$ cat src/rtl/ubs_pkg.sv
// Shared types and helpers for the unipolar-bitstream window counter family.
// Latency: n/a (types and constant functions only).
// Backpressure: n/a.
//
// Contents:
//   ubs_win_state_t : control state of a window counter (IDLE / RUN)
//   win_len()       : window length in valid bits for a given log2 width
package ubs_pkg;

  typedef enum logic {
    IDLE = 1'b0,
    RUN  = 1'b1
  } ubs_win_state_t;

  // Number of valid input bits in one window of 2^width bits.
  function automatic int unsigned win_len(input int unsigned width);
    return 32'd1 << width;
  endfunction

endpackage

$ cat src/rtl/ubs_win_cnt.sv
// Bit/ones counter pair for one 2^WIDTH-bit stochastic window.
// Latency: last/total are combinational on the current input bit.
// Backpressure: none; the counters advance on every enabled cycle.
//
// Ports:
//   clk, rst_n : clock and asynchronous active-low reset
//   clr        : clears both counters at the next edge (wins over en)
//   en         : counts the current bit
//   in         : stochastic bit counted when en=1
//   last       : en=1 and this bit closes the window
//   total      : ones counted so far including the current bit
module ubs_win_cnt
  import ubs_pkg::*;
#(
  parameter int WIDTH = 8
) (
  input  logic             clk,
  input  logic             rst_n,
  input  logic             clr,
  input  logic             en,
  input  logic             in,
  output logic             last,
  output logic [WIDTH:0]   total
);

  localparam logic [WIDTH-1:0] LAST_IDX = WIDTH'(win_len(WIDTH) - 1);

  logic [WIDTH-1:0] bit_cnt;
  logic [WIDTH:0]   ones_cnt;

  assign last  = en && (bit_cnt == LAST_IDX);
  // ones_cnt never exceeds 2^WIDTH-1 before the last bit, so the sum fits.
  assign total = ones_cnt + {{WIDTH{1'b0}}, in};

  // The window-closing bit also wraps the counters so the next window
  // starts from zero without an extra clear cycle.
  always_ff @(posedge clk or negedge rst_n) begin
    if (!rst_n) begin
      bit_cnt  <= '0;
      ones_cnt <= '0;
    end else if (clr || last) begin
      bit_cnt  <= '0;
      ones_cnt <= '0;
    end else if (en) begin
      bit_cnt  <= bit_cnt + WIDTH'(1);
      ones_cnt <= total;
    end
  end

endmodule

$ cat src/rtl/ubs_win_counter.sv
// Stochastic-to-binary converter: counts 1s over windows of 2^WIDTH valid bits.
// Latency: result valid 1 cycle after the window's last bit is sampled.
// Backpressure: single output register; an unconsumed result is overwritten and flags sticky overrun.
//
// Ports:
//   clk, rst_n          : clock and asynchronous active-low reset
//   start               : pulse; clears counters and begins a window
//   in_valid, in        : qualified stochastic input bit
//   out_data, out_valid : last completed window count (0..2^WIDTH), valid/ready
//   out_ready           : consumer accepts out_data when out_valid=1
//   busy                : high while a window is being counted
//   overrun, clr_ovr    : sticky overwrite flag and its synchronous clear
module ubs_win_counter
  import ubs_pkg::*;
#(
  parameter int WIDTH      = 8,
  parameter bit CONTINUOUS = 1'b1
) (
  input  logic             clk,
  input  logic             rst_n,
  input  logic             start,
  input  logic             in_valid,
  input  logic             in,
  output logic [WIDTH:0]   out_data,
  output logic             out_valid,
  input  logic             out_ready,
  output logic             busy,
  output logic             overrun,
  input  logic             clr_ovr
);

  ubs_win_state_t state;
  ubs_win_state_t state_nxt;

  logic           cnt_en;
  logic           last_bit;
  logic [WIDTH:0] win_total;
  logic           publish;
  logic           ovr_set;

  // Bits only count while running; start clears in either state, which
  // also discards the bit presented alongside a restart.
  assign cnt_en = (state == RUN) && in_valid;

  ubs_win_cnt #(
    .WIDTH (WIDTH)
  ) u_cnt (
    .clk   (clk),
    .rst_n (rst_n),
    .clr   (start),
    .en    (cnt_en),
    .in    (in),
    .last  (last_bit),
    .total (win_total)
  );

  // A window-closing bit always publishes, even when start arrives with it.
  assign publish = last_bit;
  assign ovr_set = publish && out_valid && !out_ready;

  // State register.
  always_ff @(posedge clk or negedge rst_n) begin
    if (!rst_n) begin
      state <= IDLE;
    end else begin
      state <= state_nxt;
    end
  end

  // Next-state logic. A start coinciding with the last bit keeps us in RUN
  // for a fresh window regardless of CONTINUOUS.
  always_comb begin
    state_nxt = state;
    case (state)
      IDLE: begin
        if (start) begin
          state_nxt = RUN;
        end
      end
      RUN: begin
        if (last_bit && !start && !CONTINUOUS) begin
          state_nxt = IDLE;
        end
      end
      default: state_nxt = IDLE;
    endcase
  end

  // Output logic: busy comes straight from the state flop.
  always_comb begin
    busy = (state == RUN);
  end

  // Result register. A new result loads even if the previous one is still
  // pending; whether that counts as an overrun depends on out_ready.
  always_ff @(posedge clk or negedge rst_n) begin
    if (!rst_n) begin
      out_data  <= '0;
      out_valid <= 1'b0;
    end else if (publish) begin
      out_data  <= win_total;
      out_valid <= 1'b1;
    end else if (out_valid && out_ready) begin
      out_valid <= 1'b0;
    end
  end

  // Sticky overrun: a same-cycle set beats clr_ovr.
  always_ff @(posedge clk or negedge rst_n) begin
    if (!rst_n) begin
      overrun <= 1'b0;
    end else if (ovr_set) begin
      overrun <= 1'b1;
    end else if (clr_ovr) begin
      overrun <= 1'b0;
    end
  end

endmodule
$ cat config.mk
export PLATFORM = sky130hd
export DESIGN_NAME = ubs_win_counter
export DESIGN_NICKNAME = d
export VERILOG_FILES = /design/src/rtl/ubs_pkg.sv /design/src/rtl/ubs_win_cnt.sv /design/src/rtl/ubs_win_counter.sv
export SDC_FILE = /design/constraint.sdc
export NUM_CORES = 1
export LEC_CHECK = 0
export BUFFER_PORTS_ARGS = -buffer_cell sky130_fd_sc_hd__buf_2
export CAP_MARGIN = 20
export CORE_MARGIN = 1.5
export CORE_UTILIZATION = 50
export CTS_CLUSTER_DIAMETER = 150
export DETAILED_ROUTE_END_ITERATION = 16
export GPL_ROUTABILITY_DRIVEN = 0
export HOLD_SLACK_MARGIN = 0.05
export PLACE_DENSITY_LB_ADDON = 0.3
export SLEW_MARGIN = 20
export SYNTH_ARGS = -nofsm -noshare
export SYNTH_HDL_FRONTEND = slang
export SYNTH_SLANG_ARGS = --single-unit
$ cat constraint.sdc
create_clock -name clk -period 1.38 [get_ports clk]
set_input_delay 0 -clock clk [delete_from_list [all_inputs] [get_ports clk]]
set_output_delay 0 -clock clk [all_outputs]
set_load 0.005 [all_outputs]
==> results of run 1 <==
==> layer usage <==
layer	track usage, %	vias to the layer above	wire length, um
li1	-	577	-
met1	21.90	568	1255
met2	36.30	23	1603
met3	6.512	6	109
met4	9.524	0	53
met5	0	-	0
==> how the worst max path moves through the flow <==
| stage | end | from |
|---|---|---|
| 2_1_floorplan | u_cnt.ones_cnt[5] | u_cnt.bit_cnt[2] |
| 3_3_place_gp | out_data[8] | u_cnt.ones_cnt[0] |
| 3_5_place_dp | u_cnt.ones_cnt[8] | u_cnt.ones_cnt[0] |
| 4_1_cts | u_cnt.ones_cnt[5] | u_cnt.bit_cnt[0] |
| 5_1_grt | u_cnt.ones_cnt[8] | u_cnt.bit_cnt[0] |
| 6_report | u_cnt.ones_cnt[8] | u_cnt.bit_cnt[0] |
==> registers in the layout, summed over array words and instances, names as in the netlist <==
name            cells
busy                1
out_data            9
out_valid           1
overrun             1
u_cnt.bit_cnt       8
u_cnt.ones_cnt      9
==> per-stage QoR <==
stage	total power [W]	TNS, ns	hold WS, ns	std cells
after global routing	0.001623	-1.813	0.06972	218
after global placement	0.0009753	-0.1955	0.04671	204
after CTS	0.001568	-0.2050	0.07117	217
final	0.001561	-0.4571	0.06540	218
after floorplan	0.0009232	-0.009563	-0.2956	136
after detailed placement	0.0009810	-0.7754	0.05118	204
==> cells in the mapped netlist, types with 2 or more instances <==
cell,n
buf_6,2
xor2_1,7
nor3_2,2
buf_2,2
nor2b_1,2
o22ai_1,2
nand3_1,6
a22o_1,3
and3_1,4
nand4_1,2
nand2_1,19
xnor2_1,5
nor2_1,6
dfrtp_1,29
ha_1,3
and2_1,2
a21oi_1,4
a31oi_1,3
inv_1,3
nand2b_1,2
o21ai_0,10
mux2_2,2
nor3_1,8
==> what timing repair did <==
action	CTS	global route
gates cloned	0	1
gates resized for setup	10	18
hold buffers	4	0
endpoints found under the hold margin	39	0
pin swaps	4	5
buffers inserted	1	0
endpoints found under the setup margin	19	25
==> logic make-up after synthesis <==
family                     Yosys count  synth area share [%]
and+or+nand+nor                     56                 20.43
DFF                                 29                 51.74
AOI/OAI and AO/OA                   26                 12.58
xor gates and xnor gates            12                 7.493
buffers and inverters                8                 3.479
adders and majority gates            3                 2.676
muxes                                2                 1.606
==> report_power, final <==
part | leakage [nW] | switching [W] | internal, W
clock | 0.0413 | 0.000282 | 0.000295
sequential | 0.398 | 0.00000539 | 0.000858
combinational | 0.483 | 0.0000663 | 0.0000548
==> critical path, cell delays in order (launching register included) <==
cell and delay (ns):
dfrtp_1 0.39, ha_2 0.20, and3_4 0.16, a211oi_4 0.24, buf_4 0.19, nand2b_1 0.07, a31oi_1 0.14
==> area by class of cell <==
class                   instances  share of cell area (%)
clock buffers                   7                   3.412
clock inverters                 1                  0.2625
inverters                       3                  0.5906
multi-input cells              99                   37.60
flip-flops and latches         29                   38.06
well taps                      31                   2.034
repair buffers                 48                   18.04
==> impl_metrics.py, run 1 <==
metrics = {
    "hold_path": {
        "hp-start": "in",
        "holdPathStages": 3,
        "hold_path.class": "input pin to flop",
        "hold_end": "u_cnt.ones_cnt[0]",
    },
    "logic_synthesis": {
        "ys.flop_type": "dfrtp_1",
        "yosys.area.top_type": "dfrtp_1",
        "ys_seq_elements": 29,
        "async_flop_share_pct": 100.0,
        "syn_avg_cell_area_sq_um": 10.31,
        "synthCells": 136,
        "synth_edf_count": 0,
        "seq_area_frac_synth_pct": 51.74,
        "syn_nets": 146,
        "ys_types": 31,
        "synth_top_area_share_pct": 51.74,
        "synth_area_sq_um": 1403,
        "yosysWarnings": 0,
        "synth.area.top_cells": "dfrtp_1 52%, nand2_1 5.1%, xor2_1 4.4%, o21ai_0 3.6%, xnor2_1 3.1%",
    },
    "sta": {
        "skew_ns": 0.007719,
        "slew_violations": 0,
        "finalSetupViolCount": 11,
        "period_minus_slack_ns": 1.458,
        "worst_slew_pin_slew_ns": 0.6251,
        "rsz0062_at_grt": "true",
        "fmax_ghz": 0.6857,
        "period_share_pct": 105.7,
        "relSlewSlack_pct": 58.32,
        "hold_violations": 0,
        "setup_ws_ns": -0.07828,
    },
    "route": {
        "vias": 1174,
        "route.detailed.drc": 0,
        "drt-pass1-iter-count": 4,
        "drt_iter0_drc": 14,
        "wl_per_cell_um": 13.86,
        "antenna_left": 0,
        "wirelength_um": 3022,
        "vias_per_cell": 5.385,
    },
    "clock_tree": {
        "cts.sinks": 29,
        "path_clk_slew_ns": 0.09,
        "clk_path_buf_depth": 2,
        "cts-root-buf": "clkbuf_4",
        "htree_levels": 2,
        "insertion_delay_ns": 0.32,
        "numCtsBuffers": 5,
        "tritoncts": "yes",
    },
    "worst_setup_path": {
        "critPathMaxFanout": 5,
        "end_kind": "flop",
        "cp.required_ns": 1.63,
        "r2r_cells": 6,
        "worstPathArrival_ns": 1.70,
        "r2r-start": "u_cnt.bit_cnt[0]",
        "crit_type": "flop to flop",
        "start_kind": "flop",
        "r2r_slack_ns": -0.08,
        "r2r_end": "u_cnt.ones_cnt[8]",
    },
    "cells_and_area": {
        "final_common_cell": "dfrtp_1",
        "register_area_sq_um": 725.7,
        "finalNetCount": 196,
        "fin_util_pct": 70.36,
        "n_antenna_cell": 0,
        "multi_input_area_sq_um": 716.9,
        "areaGrowthSynthToFinish_pct": 35.95,
        "fillers": 202,
        "drive_gt1_share_pct": 41.71,
        "layout_common_cells": "29 x dfrtp_1, 21 x buf_4, 18 x buf_2",
        "design_area_sq_um": 1907,
    },
    "global_route": {
        "grt_first_pass_wirelength_um": 4850,
        "grt.overflow.total": 0,
        "grt_use_total_pct": 20.46,
        "antenna_found_initial": 0,
        "grt_pass1_vias": 1138,
        "grt_max_degree": 30,
    },
    "status": {
        "violations": "negative setup slack",
        "outcome": "finished, violations left",
    },
    "power_and_ir_drop": {
        "power_density_nw_per_um2": 818.7,
        "peakVddDrop_uv": 742.6,
        "p_leak_nw": 0.9220,
    },
    "floorplanning": {
        "die_w_um": 55.97,
        "num_rows": 19,
        "die_y_um": 55.97,
        "coreArea_sq_um": 2710,
        "io_pins": 19,
        "initial_core_util_pct": 51.75,
        "dieArea_sq_um": 3132,
    },
    "flow_run": {
        "maxCapViolCount": 0,
    },
    "placed_design": {
        "post-place-ws_ns": -0.1247,
        "placed_area_sq_um": 1695,
        "port_buffers": 18,
        "dp_hpwl_um": 2050,
    },
}
No activity file was read; power rests on OpenSTA's default activity.
==> run 2: changes to the inputs <==
--- a/config.mk
+++ b/config.mk
@@ -13,6 +13,7 @@
 export DETAILED_ROUTE_END_ITERATION = 16
 export GPL_ROUTABILITY_DRIVEN = 0
 export HOLD_SLACK_MARGIN = 0.05
+export MAX_ROUTING_LAYER = met4
 export PLACE_DENSITY_LB_ADDON = 0.3
 export SLEW_MARGIN = 20
 export SYNTH_ARGS = -nofsm -noshare
==> impl_metrics.py, run 2 (synthesis results as in run 1) <==
metrics = {
    "placed_design": {
        "dp_hpwl_um": 2050,
        "port_buffers": 18,
        "dp_cells": 204,
    },
    "status": {
        "violations": "negative setup slack",
        "outcome": "finished, violations left",
    },
    "worst_setup_path": {
        "path_buf_inv": 1,
        "cp_cell_sequence": "ha_2, and3_4, a211oi_4, buf_4, nand2b_1, a31oi_1",
        "critical-path-top-delay-family": "flip-flops",
        "slowest_stage": "dfrtp_1",
        "start_kind": "flop",
        "end_kind": "flop",
        "r2r_cells": 6,
        "crit_type": "flop to flop",
        "r2r_end": "u_cnt.ones_cnt[8]",
        "worstPathArrival_ns": 1.70,
        "critPathMaxFanout": 5,
        "r2r-start": "u_cnt.bit_cnt[0]",
        "r2r_slack_ns": -0.08,
        "slowest_delay_ns": 0.39,
        "cp.required_ns": 1.63,
        "crit_cells": 6,
    },
    "global_route": {
        "grt_max_degree": 30,
        "grt_first_pass_wirelength_um": 4850,
        "grt_pass1_vias": 1138,
        "antenna_found_initial": 0,
        "grt_use_total_pct": 21.04,
        "grt.overflow.total": 0,
    },
    "clock_tree": {
        "tritoncts": "yes",
        "cts-root-buf": "clkbuf_4",
        "insertion_delay_ns": 0.33,
        "htree_levels": 2,
        "clk_path_buf_depth": 2,
        "path_clk_slew_ns": 0.09,
        "numCtsBuffers": 5,
        "cts.sinks": 29,
    },
    "floorplanning": {
        "io_pins": 19,
        "num_rows": 19,
        "dieArea_sq_um": 3132,
        "die_w_um": 55.97,
        "die_y_um": 55.97,
        "initial_core_util_pct": 51.75,
        "coreArea_sq_um": 2710,
    },
    "sta": {
        "finalSetupViolCount": 11,
        "skew_ns": 0.007754,
        "worst_slew_pin_slew_ns": 0.6232,
        "relSlewSlack_pct": 58.46,
        "rsz0062_at_grt": "true",
        "setup_ws_ns": -0.07741,
        "period_minus_slack_ns": 1.457,
        "slew_violations": 0,
        "hold_violations": 0,
        "period_share_pct": 105.6,
        "fmax_ghz": 0.6861,
    },
    "route": {
        "drt_iter0_drc": 15,
        "wl_per_cell_um": 13.93,
        "vias_per_cell": 5.427,
        "vias": 1183,
        "antenna_left": 0,
        "drt-pass1-iter-count": 4,
        "route.detailed.drc": 0,
        "wirelength_um": 3036,
    },
    "hold_path": {
        "hold_path.class": "input pin to flop",
        "hold_end": "u_cnt.ones_cnt[0]",
        "hp-start": "in",
        "holdPathStages": 3,
    },
    "cells_and_area": {
        "layout_common_cells": "29 x dfrtp_1, 21 x buf_4, 18 x buf_2",
        "n_antenna_cell": 0,
        "final_common_cell": "dfrtp_1",
        "finalNetCount": 196,
        "drive_gt1_share_pct": 41.71,
        "instances_no_fill": 218,
        "areaGrowthSynthToFinish_pct": 35.95,
        "reg_top3": "out_data: 9 flops, u_cnt.ones_cnt: 9 flops, u_cnt.bit_cnt: 8 flops",
    },
    "flow_run": {
        "maxCapViolCount": 0,
    },
    "power_and_ir_drop": {
        "peakVddDrop_uv": 743.0,
        "power_w": 0.001562,
        "power_density_nw_per_um2": 819.4,
        "p_leak_nw": 0.9220,
    },
}
==> run 2: cell counts in the layout (fill, tap and decap cells not counted) <==
Identical to the previous run, type by type.
==> run 2: metal layers <==
metal | GRT usage [%] | vias to the layer above | share of wire, %
li1 | - | 577 | -
met1 | 21.90 | 570 | 41
met2 | 36.30 | 28 | 53
met3 | 6.512 | 8 | 4.4
met4 | 9.524 | 0 | 1.9
met5 | - | - | 0
==> run 2: worst max-delay path by stage <==
stage / slack (ns) / endpoint / start
3_5_place_dp: -0.12 / u_cnt.ones_cnt[8] / u_cnt.ones_cnt[0]
5_1_grt: -0.18 / u_cnt.ones_cnt[8] / u_cnt.bit_cnt[0]
3_3_place_gp: -0.05 / out_data[8] / u_cnt.ones_cnt[0]
6_report: -0.08 / u_cnt.ones_cnt[8] / u_cnt.bit_cnt[0]
2_1_floorplan: -0.01 / u_cnt.ones_cnt[5] / u_cnt.bit_cnt[2]
4_1_cts: -0.05 / u_cnt.ones_cnt[5] / u_cnt.bit_cnt[0]
==> run 2: layout make-up <==
class / count / area, sq um
Clock buffer: 7 / 65.06
Clock inverter: 1 / 5.005
Fill cell: 202 / 803.3
Inverter: 3 / 11.26
Multi-Input combinational cell: 99 / 716.9
Sequential cell: 29 / 725.7
Tap cell: 31 / 38.79
Timing Repair Buffer: 48 / 344.1
==> run 2: worst min-delay path, stage by stage <==
cell    delay [ns]
buf_2         0.08
ha_2          0.15
a22o_1        0.12
==> run 2: what timing repair did <==
| item | 4_1_cts | 5_1_grt |
|---|---|---|
| hold endpoints to repair | 39 | 0 |
| endpoints found under the setup margin | 19 | 25 |
| pin swaps | 4 | 5 |
| hold buffers | 4 | 0 |
| gates cloned | 0 | 1 |
| gates resized for setup | 10 | 18 |
| buffers inserted | 1 | 0 |
==> run 2: per-stage QoR <==
| step | hold slack (ns) | utilization [%] | setup WS [ns] | area [sq um] | setup TNS [ns] |
|---|---|---|---|---|---|
| after global placement | 0.04671 | 62.56 | -0.04626 | 1695 | -0.1955 |
| after CTS | 0.07117 | 68.05 | -0.05006 | 1844 | -0.2050 |
| final | 0.06342 | 70.36 | -0.07741 | 1907 | -0.4650 |
| after detailed placement | 0.05118 | 62.56 | -0.1247 | 1695 | -0.7754 |
| after floorplan | -0.2956 | - | -0.009563 | 1426 | -0.009563 |
| after global routing | 0.06972 | 70.36 | -0.1756 | 1907 | -1.813 |
==> run 2: power by group <==
group	leakage, nW	internal [W]	switching [W]
sequential	0.398	0.000858	0.00000539
clock	0.0413	0.000295	0.000283
combinational	0.483	0.0000548	0.0000664
total	0.922	0.00121	0.000355
==> run 3: changes to the inputs <==
--- a/config.mk
+++ b/config.mk
@@ -5,6 +5,7 @@
 export SDC_FILE = /design/constraint.sdc
 export NUM_CORES = 1
 export LEC_CHECK = 0
+export ABC_AREA = 1
 export BUFFER_PORTS_ARGS = -buffer_cell sky130_fd_sc_hd__buf_2
 export CAP_MARGIN = 20
 export CORE_MARGIN = 1.5
@@ -14,7 +15,7 @@
 export GPL_ROUTABILITY_DRIVEN = 0
 export HOLD_SLACK_MARGIN = 0.05
 export MAX_ROUTING_LAYER = met4
-export PLACE_DENSITY_LB_ADDON = 0.3
+export PLACE_DENSITY = 0.83
 export SLEW_MARGIN = 20
 export SYNTH_ARGS = -nofsm -noshare
 export SYNTH_HDL_FRONTEND = slang
==> impl_metrics.py, run 3 <==
metrics = {
    "clock_tree": {
        "cts-root-buf": "clkbuf_4",
        "tritoncts": "yes",
        "path_clk_slew_ns": 0.08,
        "clk_path_buf_depth": 2,
        "htree_levels": 2,
        "numCtsBuffers": 5,
        "cts.sinks": 29,
        "insertion_delay_ns": 0.32,
    },
    "power_and_ir_drop": {
        "p_leak_nw": 0.9387,
        "peakVddDrop_uv": 782.9,
        "power_density_nw_per_um2": 857.4,
    },
    "global_route": {
        "grt_first_pass_wirelength_um": 4636,
        "grt_use_total_pct": 20.13,
        "grt_max_degree": 30,
        "grt.overflow.total": 0,
        "grt_pass1_vias": 1106,
        "antenna_found_initial": 0,
    },
    "logic_synthesis": {
        "async_flop_share_pct": 100.0,
        "ys_seq_elements": 29,
        "ys.flop_type": "dfrtp_1",
        "yosys.area.top_type": "dfrtp_1",
        "synthCells": 173,
        "syn_nets": 183,
        "seq_area_frac_synth_pct": 51.69,
        "ys_types": 23,
        "synth_top_area_share_pct": 51.69,
        "synth_commonest_cells": "70 x nand2_1, 29 x dfrtp_1, 16 x inv_1, 16 x nor2_1",
        "yosysWarnings": 0,
        "syn_avg_cell_area_sq_um": 8.115,
        "synth.area.top_cells": "dfrtp_1 52%, nand2_1 19%, inv_1 4.3%, nor2_1 4.3%, xor2_1 3.1%",
        "synth_edf_count": 0,
        "synth_area_sq_um": 1404,
        "yosys.cell_count.top_type": "nand2_1",
    },
    "sta": {
        "setup_ws_ns": 0.07190,
        "hold_violations": 0,
        "worst_slew_pin_slew_ns": 0.6250,
        "finalSetupViolCount": 0,
        "relSlewSlack_pct": 58.33,
        "period_share_pct": 94.79,
        "fin_setup_tns_ns": 0,
        "skew_ns": 0.002415,
        "slew_violations": 0,
        "fmax_ghz": 0.7645,
        "period_minus_slack_ns": 1.308,
        "rsz0062_at_grt": "true",
    },
    "floorplanning": {
        "dieArea_sq_um": 3134,
        "die_y_um": 55.99,
        "num_rows": 19,
        "io_pins": 19,
        "coreArea_sq_um": 2710,
        "die_w_um": 55.99,
        "initial_core_util_pct": 51.80,
    },
    "worst_setup_path": {
        "critPathMaxFanout": 6,
        "slowest_stage": "dfrtp_1",
        "start_kind": "flop",
        "worstPathArrival_ns": 1.52,
        "slowest_delay_ns": 0.37,
        "end_kind": "flop",
        "cp.required_ns": 1.60,
        "cp_cell_sequence": "ha_2, nand3_2, nor2_4, nand2_4, buf_6, nand2_1, o21ai_0",
        "crit_type": "flop to flop",
    },
    "placed_design": {
        "dp_hpwl_um": 1927,
        "port_buffers": 18,
        "placed_area_sq_um": 1554,
        "post-place-ws_ns": -0.01483,
    },
    "route": {
        "vias_per_cell": 4.949,
        "drt_iter0_drc": 27,
        "wl_per_cell_um": 11.78,
        "drt-pass1-iter-count": 4,
        "route.detailed.drc": 0,
        "vias": 1173,
        "wirelength_um": 2793,
        "antenna_left": 0,
    },
    "hold_path": {
        "hold_path.class": "input pin to flop",
    },
    "cells_and_area": {
        "drive_gt1_share_pct": 26.70,
        "design_area_sq_um": 1724,
        "multi_input_area_sq_um": 638.1,
        "areaGrowthSynthToFinish_pct": 22.82,
        "final_common_cell": "nand2_1",
        "reg_top3": "out_data: 9 flops, u_cnt.ones_cnt: 9 flops, u_cnt.bit_cnt: 8 flops",
        "fillers": 232,
        "layout_common_cells": "67 x nand2_1, 29 x dfrtp_1, 18 x buf_2",
        "fin_util_pct": 63.62,
        "register_area_sq_um": 725.7,
        "n_antenna_cell": 0,
        "finalNetCount": 216,
    },
    "flow_run": {
        "maxCapViolCount": 0,
    },
    "status": {
        "outcome": "complete, no violations",
    },
}
-- run 3: cell count changes in the layout (fill, tap and decap cells not counted), moves of 4 or more --
| cell | before | now |
|---|---|---|
| buf_4 | 21 | 4 |
| o21ai_1 | 5 | 1 |
| xnor2_1 | 5 | 0 |
| nor3_2 | 4 | 0 |
| nor3_1 | 5 | 1 |
| inv_2 | 0 | 4 |
| nand2_1 | 16 | 67 |
| nor2_1 | 4 | 14 |
| inv_1 | 3 | 15 |
-- run 3: path summary, 6_finish.rpt --
kind / start / to / slack, ns / depth (start not counted)
min reg2reg: out_data[8] / out_data[8] / 0.49 / 2
max reg2reg: u_cnt.bit_cnt[0] / out_data[0] / 0.07 / 7
min: in / out_data[0] / 0.09 / 4
min in group asynchronous: rst_n / u_cnt.bit_cnt[1] / 0.23 / 2
max in group asynchronous: rst_n / out_data[1] / 0.74 / 2
max: u_cnt.bit_cnt[0] / out_data[0] / 0.07 / 7
-- run 3: area by class of cell --
cell class | count | share of cell area (%)
Clock buffer | 7 | 3.193
Inverter | 21 | 4.862
Multi-Input combinational cell | 121 | 37.01
Sequential cell | 29 | 42.09
Tap cell | 31 | 2.250
Timing Repair Buffer | 28 | 10.60
-- run 3: through the flow --
step	instances	power, W	hold slack [ns]
6_report	237	0.001478	0.09116
5_1_grt	237	0.001547	0.1122
4_1_cts	236	0.001482	0.08255
3_5_place_dp	225	0.0009653	0.05845
3_3_place_gp	225	0.0009637	0.05916
2_1_floorplan	173	0.0009198	-0.2956
-- run 3: critical path: cells and delay by family (launching register included) --
kind | cells | cell delay, ns
AO/OA/AOI/OAI | 1 | 0.07
adder cells (fa/ha/maj) | 1 | 0.21
buffers and inverters | 1 | 0.15
flip-flops | 1 | 0.37
AND/OR/NAND/NOR | 4 | 0.40
-- run 3: kinds of logic (layout without fill, tap and decap cells) --
family          count (synthesis)  after routing  share of synthesized area, %
buf+inv                        23             56                         6.774
compound gates                 10             10                         4.634
xor+xnor                        5              5                         3.119
fa+ha+maj                       3              3                         2.674
flops                          29             29                         51.69
simple gates                  103            103                         31.11
-- run 3: repair_timing --
action	in CTS	in global routing
pin swaps	0	4
gates cloned	0	0
setup buffers	0	1
endpoints found under the hold margin	36	0
gates resized for setup	1	18
hold buffers	4	0
endpoints found under the setup margin	1	15
-- run 3: metal layers --
| layer | vias to the layer above | part of all wire (%) | routed length [um] | track usage, % |
|---|---|---|---|---|
| met2 | 21 | 49 | 1363 | 31.93 |
| li1 | 595 | - | - | - |
| met3 | 8 | 4.1 | 114 | 4.884 |
| met4 | 0 | 1.8 | 49 | 10.20 |
| met5 | - | 0 | 0 | - |
| met1 | 549 | 45 | 1267 | 23.92 |
-- run 3: report_power, final --
group          internal, W   total, W  switching (W)
registers         0.000858   0.000865     0.00000679
clock network     0.000240   0.000514       0.000274
logic            0.0000388  0.0000992      0.0000604
total              0.00114    0.00148       0.000342
